===== src/rtl/cal_angle_acc_pkg.sv =====
// Shared types and widths for the angle-divider front end.
package cal_angle_pkg;

    // Widths match the divider's dividend/divisor ports.
    localparam int SUM_W = 16;
    localparam int CNT_W = 8;

    localparam logic [SUM_W-1:0] SUM_MAX = {SUM_W{1'b1}};
    localparam logic [CNT_W-1:0] CNT_MAX = {CNT_W{1'b1}};

    typedef enum logic [1:0] {
        ST_IDLE  = 2'd0,
        ST_ACC   = 2'd1,
        ST_ISSUE = 2'd2,
        ST_WAIT  = 2'd3
    } state_t;

    // 17-bit add of an 8-bit sample into the sum; bit SUM_W flags saturation.
    function automatic logic [SUM_W:0] sat_add(input logic [SUM_W-1:0] sum,
                                               input logic [7:0] data);
        logic [SUM_W:0] raw;
        raw = {1'b0, sum} + {{(SUM_W-7){1'b0}}, data};
        if (raw[SUM_W])
            sat_add = {1'b1, SUM_MAX};
        else
            sat_add = raw;
    endfunction

endpackage


===== src/rtl/cal_angle_acc_if.sv =====
// Sample stream and divider request/response bundle for cal_angle_acc.
interface cal_angle_acc_if;
    import cal_angle_pkg::*;

    logic             sample_val;
    logic [7:0]       sample_data;
    logic             sample_last;
    logic             sample_rdy;
    logic [SUM_W-1:0] dividend;
    logic [CNT_W-1:0] divisor;
    logic             div_val;
    logic             div_done;
    logic             ovf;
    logic             err;
    logic             busy;

    // Accumulator side.
    modport slave (
        input  sample_val, sample_data, sample_last, div_done,
        output sample_rdy, dividend, divisor, div_val, ovf, err, busy
    );

    // Upstream source / divider side.
    modport master (
        output sample_val, sample_data, sample_last, div_done,
        input  sample_rdy, dividend, divisor, div_val, ovf, err, busy
    );

endinterface


===== src/rtl/cal_angle_acc.sv =====
// Window accumulator: sums and counts samples until sample_last, issues one
// divider request, then waits for div_done (or a timeout) before the next window.
module cal_angle_acc
    import cal_angle_pkg::*;
#(
    parameter int TIMEOUT = 64
) (
    input logic            clk,
    input logic            rst_n,
    cal_angle_acc_if.slave bus
);

    localparam int              TMO_W    = $clog2(TIMEOUT);
    localparam logic [TMO_W-1:0] TMO_LAST = TMO_W'(TIMEOUT - 1);

    state_t           state, state_nxt;
    logic [SUM_W-1:0] sum, sum_nxt;
    logic [CNT_W-1:0] cnt, cnt_nxt;
    logic             ovf_w, ovf_nxt;
    logic [TMO_W-1:0] tmo;
    logic [SUM_W:0]   add_res;
    logic             accept;
    logic             close;
    logic             tmo_hit;

    assign bus.sample_rdy = (state == ST_IDLE) || (state == ST_ACC);
    assign bus.busy       = (state == ST_ISSUE) || (state == ST_WAIT);

    assign accept  = bus.sample_val && bus.sample_rdy;
    assign close   = accept && bus.sample_last;
    assign tmo_hit = (state == ST_WAIT) && !bus.div_done && (tmo == TMO_LAST);
    assign add_res = sat_add(sum, bus.sample_data);

    // Saturating accumulator next value; computed combinationally so the
    // closing sample is already folded in when the request registers load.
    always_comb begin
        sum_nxt = sum;
        cnt_nxt = cnt;
        ovf_nxt = ovf_w;
        if (accept) begin
            if (state == ST_IDLE) begin
                sum_nxt = {{(SUM_W-8){1'b0}}, bus.sample_data};
                cnt_nxt = {{(CNT_W-1){1'b0}}, 1'b1};
                ovf_nxt = 1'b0;
            end else if (cnt == CNT_MAX) begin
                // Count pinned: drop the sample entirely but remember it.
                ovf_nxt = 1'b1;
            end else begin
                cnt_nxt = cnt + 1'b1;
                sum_nxt = add_res[SUM_W-1:0];
                if (add_res[SUM_W])
                    ovf_nxt = 1'b1;
            end
        end
    end

    // Next-state decode; div_done wins over a coincident timeout.
    always_comb begin
        state_nxt = state;
        case (state)
            ST_IDLE:  if (accept) state_nxt = bus.sample_last ? ST_ISSUE : ST_ACC;
            ST_ACC:   if (close)  state_nxt = ST_ISSUE;
            ST_ISSUE: state_nxt = ST_WAIT;
            ST_WAIT:  if (bus.div_done || tmo_hit) state_nxt = ST_IDLE;
            default:  state_nxt = ST_IDLE;
        endcase
    end

    // State, accumulator and timeout counter registers.
    always_ff @(posedge clk or negedge rst_n) begin
        if (!rst_n) begin
            state <= ST_IDLE;
            sum   <= '0;
            cnt   <= '0;
            ovf_w <= 1'b0;
            tmo   <= '0;
        end else begin
            state <= state_nxt;
            sum   <= sum_nxt;
            cnt   <= cnt_nxt;
            ovf_w <= ovf_nxt;
            if (state == ST_ISSUE)
                tmo <= '0;
            else if (state == ST_WAIT && !bus.div_done && !tmo_hit)
                tmo <= tmo + 1'b1;
        end
    end

    // Registered request outputs: loaded on the edge that accepts the last
    // sample, so div_val is high during ISSUE and the operands hold after.
    always_ff @(posedge clk or negedge rst_n) begin
        if (!rst_n) begin
            bus.dividend <= '0;
            bus.divisor  <= '0;
            bus.ovf      <= 1'b0;
            bus.div_val  <= 1'b0;
            bus.err      <= 1'b0;
        end else begin
            bus.div_val <= close;
            bus.err     <= tmo_hit;
            if (close) begin
                bus.dividend <= sum_nxt;
                bus.divisor  <= cnt_nxt;
                bus.ovf      <= ovf_nxt;
            end
        end
    end

endmodule


===== src/flat_wrapper.sv =====
// flat-port wrapper written by rule: the top's interface ports become plain ports
module cal_angle_acc_flat import cal_angle_pkg::*;
#(
    parameter int TIMEOUT = 64
)
  (clk, rst_n, bus_sample_val, bus_sample_data, bus_sample_last, bus_div_done, bus_sample_rdy, bus_dividend, bus_divisor, bus_div_val, bus_ovf, bus_err, bus_busy);
  cal_angle_acc_if bus_i ();
  input logic clk;
  input logic rst_n;
  input wire logic [$bits(bus_i.sample_val)-1:0] bus_sample_val;
  input wire logic [$bits(bus_i.sample_data)-1:0] bus_sample_data;
  input wire logic [$bits(bus_i.sample_last)-1:0] bus_sample_last;
  input wire logic [$bits(bus_i.div_done)-1:0] bus_div_done;
  output wire logic [$bits(bus_i.sample_rdy)-1:0] bus_sample_rdy;
  output wire logic [$bits(bus_i.dividend)-1:0] bus_dividend;
  output wire logic [$bits(bus_i.divisor)-1:0] bus_divisor;
  output wire logic [$bits(bus_i.div_val)-1:0] bus_div_val;
  output wire logic [$bits(bus_i.ovf)-1:0] bus_ovf;
  output wire logic [$bits(bus_i.err)-1:0] bus_err;
  output wire logic [$bits(bus_i.busy)-1:0] bus_busy;
  assign bus_i.sample_val = bus_sample_val;
  assign bus_i.sample_data = bus_sample_data;
  assign bus_i.sample_last = bus_sample_last;
  assign bus_i.div_done = bus_div_done;
  assign bus_sample_rdy = bus_i.sample_rdy;
  assign bus_dividend = bus_i.dividend;
  assign bus_divisor = bus_i.divisor;
  assign bus_div_val = bus_i.div_val;
  assign bus_ovf = bus_i.ovf;
  assign bus_err = bus_i.err;
  assign bus_busy = bus_i.busy;
  cal_angle_acc #(.TIMEOUT(TIMEOUT)) u_core (.clk(clk), .rst_n(rst_n), .bus(bus_i));
endmodule

===== config.mk =====
export PLATFORM = sky130hd
export DESIGN_NAME = cal_angle_acc_flat
export DESIGN_NICKNAME = d
export VERILOG_FILES = /design/src/rtl/cal_angle_acc_pkg.sv /design/src/rtl/cal_angle_acc_if.sv /design/src/rtl/cal_angle_acc.sv /design/src/flat_wrapper.sv
export SDC_FILE = /design/constraint.sdc
export NUM_CORES = 1
export LEC_CHECK = 0
export ABC_AREA = 1
export BUFFER_PORTS_ARGS = -buffer_cell sky130_fd_sc_hd__buf_2
export CELL_PAD_IN_SITES_DETAIL_PLACEMENT = 0
export CELL_PAD_IN_SITES_GLOBAL_PLACEMENT = 2
export CORE_MARGIN = 1
export CORE_UTILIZATION = 37
export CTS_CLUSTER_SIZE = 28
export DETAILED_ROUTE_END_ITERATION = 10
export HOLD_SLACK_MARGIN = 0.15
export PLACE_DENSITY = 0.87
export SETUP_SLACK_MARGIN = 0.05
export SLEW_MARGIN = 20
export SYNTH_ARGS = -nofsm -noshare
export SYNTH_HDL_FRONTEND = slang
export SYNTH_SLANG_ARGS = --single-unit

===== constraint.sdc =====
create_clock -name clk -period 3.5 [get_ports clk]
set_clock_uncertainty 0.1 [all_clocks]
set_input_delay 0.175 -clock clk [delete_from_list [all_inputs] [get_ports clk]]
set_output_delay 0.175 -clock clk [all_outputs]
set_load 0.02 [all_outputs]

==> results of run 1 <==
-- kinds of logic after synthesis --
| family | synth area share (%) |
|---|---|
| buffers and inverters | 7.97 |
| adders and majority gates | 5.63 |
| and+or+nand+nor | 29.0 |
| AOI/OAI and AO/OA | 12.6 |
| xor gates and xnor gates | 1.52 |
| DFF | 43.3 |
-- timing repair --
item / CTS / global route
gates resized for setup: 0 / 0
hold buffers: 9 / 0
hold endpoints to repair: 46 / 0
-- critical path, delay by kind of cell (launching register included) --
kind	cells	cell delay, ps
flip-flops	1	420
AO/OA/AOI/OAI	3	740
AND/OR/NAND/NOR	4	320
adder cells (fa/ha/maj)	1	270
buffers and inverters	3	570
-- synth_stat cells (3+ instances only) --
master / instances / area share (%)
sky130_fd_sc_hd__a22o_1: 4 / 1.0
sky130_fd_sc_hd__a21boi_0: 3 / 0.65
sky130_fd_sc_hd__o21ai_0: 29 / 4.2
sky130_fd_sc_hd__nand2_2: 8 / 1.4
sky130_fd_sc_hd__or2_2: 3 / 0.54
sky130_fd_sc_hd__nor2_1: 23 / 2.5
sky130_fd_sc_hd__ha_1: 14 / 5.1
sky130_fd_sc_hd__o21ai_2: 4 / 1.0
sky130_fd_sc_hd__o21bai_1: 3 / 0.65
sky130_fd_sc_hd__nand3b_1: 3 / 0.65
sky130_fd_sc_hd__a21oi_1: 15 / 2.2
sky130_fd_sc_hd__nor3_1: 3 / 0.43
sky130_fd_sc_hd__buf_2: 4 / 0.58
sky130_fd_sc_hd__clkbuf_1: 3 / 0.32
sky130_fd_sc_hd__o21ai_1: 4 / 0.58
sky130_fd_sc_hd__inv_1: 49 / 5.3
sky130_fd_sc_hd__dfrtp_1: 60 / 43
sky130_fd_sc_hd__inv_2: 5 / 0.54
sky130_fd_sc_hd__xnor2_1: 3 / 0.76
sky130_fd_sc_hd__nand2_1: 146 / 16
sky130_fd_sc_hd__nand3_1: 30 / 4.3
sky130_fd_sc_hd__nand4_1: 5 / 0.90
sky130_fd_sc_hd__xor2_1: 3 / 0.76
-- how the worst max path moves through the flow --
stage / start / to / slack (ps) / cells past startpoint
finish: u_core.state[0]$_DFFE_PN0P_ / u_core.bus.dividend[4]$_DFFE_PN0P_ / 1010 / 11
global route: u_core.state[0]$_DFFE_PN0P_ / u_core.bus.divisor[4]$_DFFE_PN0P_ / 750 / 8
CTS: u_core.state[0]$_DFFE_PN0P_ / u_core.bus.dividend[2]$_DFFE_PN0P_ / 990 / 11
detailed placement: u_core.state[0]$_DFFE_PN0P_ / u_core.bus.dividend[4]$_DFFE_PN0P_ / 990 / 11
global placement: u_core.state[0]$_DFFE_PN0P_ / u_core.bus.dividend[4]$_DFFE_PN0P_ / 1050 / 11
floorplan: u_core.sum[0]$_DFF_PN0_ / u_core.sum[10]$_DFF_PN0_ / 1500 / 12
-- cell type report --
cell class | instances | area (µm²)
clock buffers | 13 | 159
multi-input cells | 321 | 1690
clock inverters | 3 | 21.3
fillers | 916 | 4870
flip-flops and latches | 60 | 1500
well taps | 108 | 135
inverters | 55 | 208
repair buffers | 52 | 310
-- registers in the layout, summed over array words and instances (netlist names) --
| signal | cells |
|---|---|
| u_core.tmo | 6 |
| u_core.bus.err | 1 |
| u_core.bus.div_val | 1 |
| u_core.ovf_w | 1 |
| u_core.bus.ovf | 1 |
| u_core.state | 2 |
| u_core.sum | 16 |
| u_core.bus.divisor | 8 |
| u_core.cnt | 8 |
| u_core.bus.dividend | 16 |
-- power by group --
| part | switching [µW] | internal [µW] | total [µW] |
|---|---|---|---|
| sequential | 182 | 937 | 1120 |
| clock | 283 | 296 | 579 |
| combinational | 1010 | 547 | 1560 |
| total | 1480 | 1780 | 3260 |
-- placed cells by master (no fill, tap or decap), drive strengths merged, types with 3 or more instances in the layout --
master         n
nand2        154
dfrtp         60
inv           54
buf           43
o21ai         37
nand3         32
nor2          26
a21oi         16
ha            14
clkbuf        13
dlygate4sd3    9
nand4          6
a22o           4
nor3           4
o21bai         4
xnor2          3
xor2           3
or2            3
a21boi         3
nand3b         3
clkinv         3
-- metrics by stage --
stage | total power, µW | hold WS (ps) | area, µm²
after floorplan | 2280 | -221 | 3470
after global placement | 2680 | 155 | 3750
final | 3260 | 192 | 4030
after CTS | 3300 | 190 | 4030
after global routing | 3570 | 239 | 4030
after detailed placement | 2690 | 153 | 3750
-- metal layers --
| metal | vias up | wire (µm) | global-route usage (%) |
|---|---|---|---|
| met4 | 0 | 82 | 5.05 |
| met2 | 61 | 3870 | 31.1 |
| met5 | - | 0 | 0 |
| met3 | 8 | 282 | 3.48 |
| met1 | 1381 | 4220 | 25.2 |
| li1 | 1540 | - | - |
==> impl_summary.md, run 1 <==
Drt
The number of DRC markers in iteration 0 is 163. The total wirelength of the detailed-routed design is 8.45 mm. The residual DRC count is 0.

The detailed router placed 2990 vias in this run. The average routed wire per standard cell is 13.8 µm. After detailed routing, the number of vias per cell comes to 4.89. The number of detailed-routing iterations run before antenna repair is 4.

The antenna violation net count after detailed routing is 0.

STA
Setup repair after global routing left no endpoint under its margin. The max-slew violation total from the final report was 0. Subtracting the final worst setup slack from the clock period gives 2490 ps. The final worst slack is 1010 ps. Summed over all failing endpoints, the final setup total negative slack is 0 ps. The worst pin sits at a relative slew slack of 55.6%. Dividing the final minimum period by the clock period gives 71.2%.

The hold violation total from the final report is 0. The total setup violations reported at the end of the flow is 0. At the pin with the least slew margin, the transition time is 667 ps.

The maximum achievable frequency is 401 MHz.

Floorplan
The die is 98.8 µm tall. The die covers 0.00977 mm². The initial utilization of the core area, before any placement, comes to 39.0%.

After floorplanning, the core was sized to cover 0.00889 mm². 42 I/O pins were placed. Measured along the x axis, the die boundary spans 98.8 µm.

Row generation in the floorplan step produced 34 rows.

Pwr
In this run the static leakage power is 0.00217 µW. Across the VDD grid, the largest voltage drop is 0.000375 V. Power spread over the standard cell area amounts to 810 mW/mm².

Min path
The capture endpoint of the worst hold path is u_core.sum[0]$_DFF_PN0_. The worst hold path begins at bus_sample_data[0]. The kind of path behind the tightest hold check is in2reg. The cell depth of the worst hold path is 5.

Synthesis
The mean post-synth cell area is 7.76 µm². Of all flip-flops after synthesis, the portion carrying an async set or reset was 100%. The cell area that synthesis handed to floorplanning was 0.00347 mm². For this run, the leading register cell type out of synthesis is sky130_fd_sc_hd__dfrtp_1. In this run, synthesis inferred 0 flip-flops with an integrated enable.

Counting every instance in the synthesized netlist gives 447. After synthesis the netlist holds a flip-flop and latch count of 60. After synthesis, flip-flops and latches occupy 43.3% of the total area.

The number of nets produced by synthesis is 475. The count of distinct cell types in the synthesized netlist is 40. During synthesis, Yosys emitted a total of 0 warnings.

Clocking
The number of setup buffers added after CTS is 0. The clock latency at the later pin of the worst-skew pair is 340 ps. The clock-pin transition on the worst setup and hold timing paths is 70 ps. TritonCTS built the clock tree. CTS placed an instance of sky130_fd_sc_hd__clkbuf_8 at the clock tree root.

Buffers inserted during clock tree synthesis total 9. In this run the number of H-tree levels came out at 3. The worst-case clock buffer depth is 2.

The clock sink total is 60.

Finish
The antenna diode count is 0. The non-filler instance count after layout is 612. The area overhead of the layout relative to synthesis is 16.1%. The share of the core filled with cells in the final layout is 45.3%. The share of cells above drive strength 1 is 17.3%. The layout net count is 527.

Worst setup path
The signal on the critical path passes through inv_1 -> ha_1 -> inv_2 -> a21oi_4 -> nand2_2 -> inv_2 -> o21ai_1 -> o21bai_1 -> nand3_2 -> nand2_1 -> nand2_1. Of all nets on the critical path, the largest fanout is 21. The worst register-to-register path has a depth of 11. The endpoint of the worst register-to-register path is u_core.bus.dividend[4]$_DFFE_PN0P_. The beginning of the worst register-to-register path is u_core.state[0]$_DFFE_PN0P_.

The biggest cell delay along the critical path is 450 ps. The minimum setup slack among reg-to-reg paths is 1010 ps. The startpoint kind of the worst setup timing path is a flop. At the worst endpoint, the arrival time is 2670 ps. The critical path is of the reg2reg type. The worst setup path is captured at a flop. The cell with the biggest individual delay on the critical path is sky130_fd_sc_hd__a21oi_4. The required time at the worst-slack endpoint is 3680 ps.

GRT
The number of antenna violations at the first check in global routing is 0. Summed over all layers, the global routing overflow is 0. The largest net degree at the start of global routing is 34. The first global-routing pass estimated 14.3 mm of wire.

The number of global-route vias before repair is 2944. For this run, the total global-route usage over all layers was measured as 18.8%.

Placement
The number of cells after detailed placement is 587. Port buffering added 41 buffers. The post-place setup slack is 986 ps. The placed wire-length estimate is 6.05 mm. The congestion estimate from routability-driven global placement came to 0.790.

Run
The count of max-cap constraint violations is 0.

Run status
The flow ran to the end, and the final reports show no timing, DRC or antenna violations.
Power figures use the tool's default switching activity.
==> inputs of run 2 (changes only) <==
CORE_UTILIZATION = 34   (was 37)
PLACE_DENSITY = 0.81   (was 0.87)
clock period = 2.5 ns   (was 3.5 ns; I/O delays follow)
==> impl_summary.md, run 2 (same netlist as run 1, synthesis figures left out) <==
Finish
The area growth from synthesis to layout is 20.3%. The layout net count is 536 (+1.7%). The antenna diode count was 0 (unchanged). The summed area of non-filler cells in the final layout was 0.00417 mm² (+3.7%).

The share of cells above drive strength 1 is 18.5% (+1.3 points). Leaving out fill and tap cells, the most frequent cells in the layout are 146 x sky130_fd_sc_hd__nand2_1, 60 x sky130_fd_sc_hd__dfrtp_1, 49 x sky130_fd_sc_hd__inv_1. The number of fill cells in the layout is 1057 (+15%). The most frequent standard cell in the layout excluding fill and tap cells is sky130_fd_sc_hd__nand2_1. In the final layout, the registers with the most flip-flops are u_core.bus.dividend x16, u_core.sum x16.

Drt
The length of routed met3 wiring is 236 µm (-16%). The residual DRC count was 0 (unchanged). The met2 layer wire length in the routed design is 3.80 mm (-1.9%). The antenna violation net count after detailed routing was 0 (unchanged).

The routed length on met1 came to 4.38 mm (+3.9%). The via-per-instance ratio is 4.64 (-5.0%). The average routed wire per standard cell came to 13.2 µm (-4.6%). The total wirelength of the detailed-routed design came to 8.51 mm (+0.72%). The number of detailed-routing iterations run before antenna repair came to 4 (unchanged).

The number of DRC markers in iteration 0 is 112 (-31%). The number of vias in the routed layout is 2997 (+0.23%). The highest metal layer carrying signal wires in the routed design is met4.

STA
Setup repair after global routing left no endpoint under its margin. Based on the critical path, the design can be clocked at up to 433 MHz. The final period utilization is 92.3%.

The final worst slack is 193 ps (-813 ps). The clock period minus worst slack is 2310 ps. The total setup violations reported at the end of the flow is 0 (unchanged).

The max-slew violation total from the final report was 0 (unchanged). The transition at the pin with the smallest max-transition slack is 629 ps (-37.3 ps). The post-route setup TNS is 0 ps (unchanged). The worst slew slack as a fraction of its limit came to 57.9% (+2.3 points). The hold slack came to 172 ps (-19.9 ps). The hold violation total from the final report is 0 (unchanged).

Min path
The tightest min-delay check is of the in2reg type. The beginning of the worst hold path is bus_sample_data[1]. The capture endpoint of the worst hold path is u_core.sum[1]$_DFF_PN0_. The cell depth of the worst hold path is 5 (unchanged).

Clocking
The clock-pin transition on the worst setup and hold timing paths was 70 ps (about the same). The clock latency at the later pin of the worst-skew pair is 340 ps (about the same). The clock sink total is 60 (unchanged). The tree is rooted in a sky130_fd_sc_hd__clkbuf_8. TritonCTS built the clock tree.

The worst-case clock buffer depth was 2 (unchanged). The TritonCTS buffer count is 9 (unchanged). The number of H-tree branching levels is 3 (unchanged). The number of setup buffers added after CTS is 0 (unchanged).

Placement
The post-place setup slack is 224 ps (-762 ps). The cell area after placement is 0.00384 mm² (+2.2%). The routability congestion estimate is 0.794 (+0.49%). The placed wire-length estimate is 6.36 mm (+5.1%). The count of input and output buffers was 41 (unchanged).

GRT
The number of global-route vias before repair came to 3034 (+3.1%). The total grt overflow is 0 (unchanged). The number of antenna violations at the first check in global routing is 0 (unchanged).

The largest net degree at the start of global routing is 28 (-18%). The global-route wire length before repair came to 14.7 mm (+2.9%). The total global-route track usage is 18.1% (-0.71 points).

Pwr
The leakage power of the design was 0.00224 µW (+3.2%). The ratio of total power to cell area came to 1140 mW/mm² (+41%). The total power of the final layout came to 4760 µW (+46%). The maximum vdd ir drop came to 0.000389 V (+3.6%).

Run
The count of max-cap constraint violations was 0 (unchanged).

Floorplan
The core region area is 0.00982 mm² (+10%). The initial core utilization is 35.3% (-3.7 points). The floorplan die width is 103 µm (+4.2%). The row count is 36 (+5.9%). The area of the die was 0.0106 mm² (+8.6%). The I/O pin count is 42 (unchanged).

The vertical die dimension was 103 µm (+4.2%).

Run status
The flow ran to the end, and the final reports show no timing, DRC or antenna violations.

Worst setup path
The required time at the worst-slack endpoint came to 2620 ps (-1060 ps). STA classifies the critical path startpoint as a primary input. The depth of the worst register-to-register path is 12 (+1).

The category of the worst setup path capture point is a flop. The beginning of the worst register-to-register path is u_core.sum[0]$_DFF_PN0_. In this run the critical register-to-register path is captured at u_core.bus.dividend[14]$_DFFE_PN0P_. The minimum setup slack among reg-to-reg paths is 260 ps (-750 ps). The critical path in this run is classified as in2reg. The largest fanout of any net on the critical path came to 9 (-57%). The arrival time at the worst endpoint is 2430 ps (-240 ps).
## run 2: changes by cell type in the layout (fill, tap and decap cells not counted)
cell | before | now
sky130_fd_sc_hd__ha_2 | 0 | 1
sky130_fd_sc_hd__nand2_2 | 8 | 7
sky130_fd_sc_hd__clkbuf_8 | 11 | 10
sky130_fd_sc_hd__dlygate4sd3_1 | 9 | 11
sky130_fd_sc_hd__ha_1 | 14 | 13
sky130_fd_sc_hd__bufinv_16 | 0 | 2
sky130_fd_sc_hd__buf_4 | 2 | 9
sky130_fd_sc_hd__clkinv_4 | 1 | 0
sky130_fd_sc_hd__nand2_4 | 0 | 1
## run 2: area by class of cell
| cell class | count | area [µm²] | area share, % |
|---|---|---|---|
| flip-flops and latches | 60 | 1500 | 36.0 |
| multi-input cells | 321 | 1700 | 40.7 |
| inverters | 55 | 208 | 4.98 |
| repair buffers | 61 | 383 | 9.17 |
| clock buffers | 12 | 145 | 3.48 |
| clock inverters | 4 | 72.6 | 1.74 |
| well taps | 133 | 166 | 3.99 |
## run 2: through the flow
stage / utilization (%) / cells
after CTS: 42.4 / 646
after detailed placement: 39.1 / 619
final: 42.5 / 646
after global placement: 39.1 / 619
after floorplan: - / 447
after global routing: 42.5 / 646
## run 2: how the worst max path moves through the flow
| stage | start | to | slack [ps] | depth (start not counted) |
|---|---|---|---|---|
| after floorplan | u_core.sum[0]$_DFF_PN0_ | u_core.sum[10]$_DFF_PN0_ | 500 | 12 |
| after global placement | u_core.state[0]$_DFFE_PN0P_ | u_core.state[1]$_DFFE_PN0P_ | 250 | 10 |
| after detailed placement | u_core.sum[0]$_DFF_PN0_ | u_core.bus.dividend[14]$_DFFE_PN0P_ | 220 | 12 |
| after CTS | bus_sample_data[0] | u_core.bus.dividend[14]$_DFFE_PN0P_ | 150 | 14 |
| after global routing | bus_sample_data[0] | u_core.sum[15]$_DFF_PN0_ | 50 | 14 |
| final | bus_sample_data[0] | u_core.bus.dividend[14]$_DFFE_PN0P_ | 190 | 14 |
## run 2: critical path, cell delays in order
cell                            delay [ps]
sky130_fd_sc_hd__dlygate4sd3_1         530
sky130_fd_sc_hd__buf_2                 150
sky130_fd_sc_hd__ha_1                  240
sky130_fd_sc_hd__fa_1                  420
sky130_fd_sc_hd__nand2_1                90
sky130_fd_sc_hd__nand2_1                80
sky130_fd_sc_hd__nand3_1                90
sky130_fd_sc_hd__nand2_1                80
sky130_fd_sc_hd__nand2_2               140
sky130_fd_sc_hd__inv_2                  80
sky130_fd_sc_hd__nand2_4               120
sky130_fd_sc_hd__nand3_1               110
sky130_fd_sc_hd__nand3_1               110
sky130_fd_sc_hd__nand2_1                70
## run 2: what timing repair did
action                                 4_1_cts  5_1_grt
endpoints found under the hold margin       84        0
hold buffers                                11        0
setup endpoints to repair                    0       15
resized for setup                            0        2
## run 2: routing by layer
metal	vias to the layer above	GRT usage, %
met5	-	0
met4	0	5.85
met3	8	2.92
met2	39	29.1
met1	1397	24.9
li1	1553	-
## run 2: report_power, final
group / internal (µW) / leakage, µW / switching (µW)
sequential: 1310 / 0.000791 / 255
clock: 588 / 0.000107 / 381
combinational: 804 / 0.00134 / 1420
==> inputs of run 3 (changes only) <==
--- a/config.mk
+++ b/config.mk
@@ -16,5 +16,5 @@
 export HOLD_SLACK_MARGIN = 0.15
 export PLACE_DENSITY = 0.81
-export SETUP_SLACK_MARGIN = 0.05
+export SETUP_SLACK_MARGIN = 0.5
 export SLEW_MARGIN = 20
 export SYNTH_ARGS = -nofsm -noshare
==> constraint.sdc (replaced) <==
create_clock -name clk -period 2.5 [get_ports clk]
set_clock_uncertainty 0.1 [all_clocks]
set_input_delay 0.5 -clock clk [delete_from_list [all_inputs] [get_ports clk]]
set_output_delay 0.5 -clock clk [all_outputs]
set_load 0.02 [all_outputs]
==> impl_summary.md, run 3 (same netlist as run 1, synthesis figures left out) <==
Run status
The flow ran to the end, and the final reports show no timing, DRC or antenna violations.

Drt
The number of vias in the routed layout is 3141 (+4.8%). The residual DRC count is 0 (unchanged). The number of DRC markers in iteration 0 is 94 (-16%).

The via-per-instance ratio is 4.80 (+3.5%). The number of detailed-routing iterations run before antenna repair is 4 (unchanged). The antenna violation net count after detailed routing came to 0 (unchanged).

The average routed wire per standard cell is 13.5 µm (+2.3%). The total wirelength of the detailed-routed design was 8.81 mm (+3.6%).

STA
The worst slew slack as a fraction of its limit is 69.4% (+11 points). The hold violation total from the final report is 0 (unchanged). The max-slew violation total from the final report was 0 (unchanged). The clock period minus worst slack came to 1970 ps (-334 ps). The post-route setup TNS is 0 ps (unchanged). The total setup violations reported at the end of the flow is 0 (unchanged).

The maximum achievable frequency is 507 MHz (+17%). Setup repair after global routing could not meet its margin everywhere. The final period utilization was 78.9% (-13 points). The transition at the pin with the smallest max-transition slack is 456 ps (-173 ps).

GRT
The total global-route track usage is 18.1% (+0.053 points). The global-route wire length before repair is 14.5 mm (-1.5%). The total grt overflow is 0 (unchanged).

The number of global-route vias before repair came to 3020 (-0.46%). The largest net degree at the start of global routing is 61 (+120%). The number of antenna violations at the first check in global routing is 0 (unchanged).

Finish
Leaving out fill and tap cells, the most frequent cell in the layout is sky130_fd_sc_hd__nand2_1. The largest registers in the layout are u_core.bus.dividend x16, u_core.sum x16. The layout net count was 545 (+1.7%). The area overhead of the layout relative to synthesis is 29.9%. The share of the core filled with cells in the final layout is 45.9% (+3.4 points). The antenna diode count is 0 (unchanged).

The share of cells above drive strength 1 came to 31.3% (+13 points). The library cells used most frequently in the layout, excluding fill and tap cells, are 135 x sky130_fd_sc_hd__nand2_1, 60 x sky130_fd_sc_hd__dfrtp_1, 43 x sky130_fd_sc_hd__inv_1.

Floorplan
The floorplan die width is 103 µm (unchanged). The I/O pin count is 42 (unchanged). The vertical die dimension is 103 µm (unchanged).

The core region area is 0.00982 mm² (unchanged). The initial core utilization is 35.3% (unchanged). The row count is 36 (unchanged).

The area of the die was 0.0106 mm² (unchanged).

Clocking
The clock latency at the later pin of the worst-skew pair was 350 ps (about the same). The worst-case clock buffer depth is 2 (unchanged). TritonCTS built the clock tree. The clock-pin transition on the worst setup and hold timing paths was 70 ps (about the same).

The number of H-tree branching levels is 3 (unchanged). The TritonCTS buffer count is 9 (unchanged). The clock sink total is 60 (unchanged). The cell sitting at the root of the clock tree is a sky130_fd_sc_hd__clkbuf_8.

Worst setup path
The beginning of the worst register-to-register path is u_core.sum[0]$_DFF_PN0_. The minimum setup slack among reg-to-reg paths came to 530 ps (+270 ps). The arrival time at the worst endpoint was 2100 ps (-330 ps). In this run the worst setup path terminates at u_core.sum[11]$_DFF_PN0_. Tracing the worst setup path back leads to its startpoint at u_core.sum[0]$_DFF_PN0_. The worst setup path is launched from a flop. The endpoint of the worst register-to-register path is u_core.sum[11]$_DFF_PN0_. The category of the worst setup path capture point is a flop. The required time at the worst-slack endpoint is 2630 ps (about the same). The depth of the worst register-to-register path is 12 (unchanged). The worst setup path is of the reg2reg kind. The largest fanout of any net on the critical path is 6 (-3).

Pwr
The maximum vdd ir drop came to 0.000586 V (+51%). The leakage power of the design is 0.00236 µW (+5.2%). The ratio of total power to cell area is 1140 mW/mm² (-0.36%). The total power of the final layout is 5120 µW (+7.6%).

Placement
The count of input and output buffers is 41 (unchanged). The placed wire-length estimate came to 6.24 mm (-1.9%). The routability congestion estimate is 0.785 (-1.2%).

Min path
The min-delay analysis places its worst path in the category in2reg. The cell depth of the worst hold path is 2 (-3).

Run
The count of max-cap constraint violations is 0 (unchanged).
-- run 3: power by group --
part	leakage, µW	internal (µW)	switching, µW
clock	0.0000893	406	378
sequential	0.000791	1310	290
combinational	0.00147	1140	1590
total	0.00236	2860	2260
-- run 3: layout make-up --
class                   count  area [µm²]
flip-flops and latches     60        1500
clock inverters             2        10.0
inverters                  55         221
repair buffers             69         457
well taps                 133         166
fillers                  1034        5310
clock buffers              13         159
multi-input cells         322        1990
-- run 3: stage by stage --
stage,instances,setup WS (ps),cell area [µm²],hold WS [ps]
detailed placement,622,144,3900,360
global route,654,377,4510,224
CTS,649,481,4290,207
global placement,622,164,3900,358
floorplan,447,495,3490,104
finish,654,527,4510,223
-- run 3: worst min path at each step --
stage	slack, ps	to	start
after floorplan	100	u_core.bus.div_val$_DFF_PN0_	rst_n
after global placement	360	u_core.bus.divisor[0]$_DFFE_PN0P_	u_core.bus.divisor[0]$_DFFE_PN0P_
after detailed placement	360	u_core.bus.divisor[0]$_DFFE_PN0P_	u_core.bus.divisor[0]$_DFFE_PN0P_
after CTS	210	u_core.bus.err$_DFF_PN0_	bus_div_done
after global routing	220	u_core.bus.err$_DFF_PN0_	bus_div_done
final	220	u_core.bus.err$_DFF_PN0_	bus_div_done
-- run 3: critical path: stages, from the launching register on --
cell and delay, ps:
sky130_fd_sc_hd__dfrtp_1 420, sky130_fd_sc_hd__ha_4 180, sky130_fd_sc_hd__fa_2 350, sky130_fd_sc_hd__nand2_2 70
sky130_fd_sc_hd__nand2_2 60, sky130_fd_sc_hd__nand3_2 60, sky130_fd_sc_hd__nand2_2 70, sky130_fd_sc_hd__nand2_4 120
sky130_fd_sc_hd__inv_4 60, sky130_fd_sc_hd__nand2_4 110, sky130_fd_sc_hd__nand3_1 110, sky130_fd_sc_hd__nand2_1 70
sky130_fd_sc_hd__o21ai_0 80
-- run 3: repair_timing --
item | in CTS | in global routing
endpoints found under the hold margin | 60 | 0
pin swaps | 7 | 11
hold buffers | 1 | 0
setup buffers | 10 | 5
setup endpoints to repair | 49 | 39
resized for setup | 23 | 46
gates cloned | 1 | 0
-- run 3: metal layers --
metal | wire [µm] | track usage, % | vias up | share of wire, %
met5 | 0 | 0 | - | 0
met4 | 142 | 7.15 | 0 | 1.6
met3 | 249 | 4.34 | 10 | 2.8
met2 | 4210 | 29.5 | 40 | 48
met1 | 4210 | 23.3 | 1511 | 48
li1 | - | - | 1580 | -
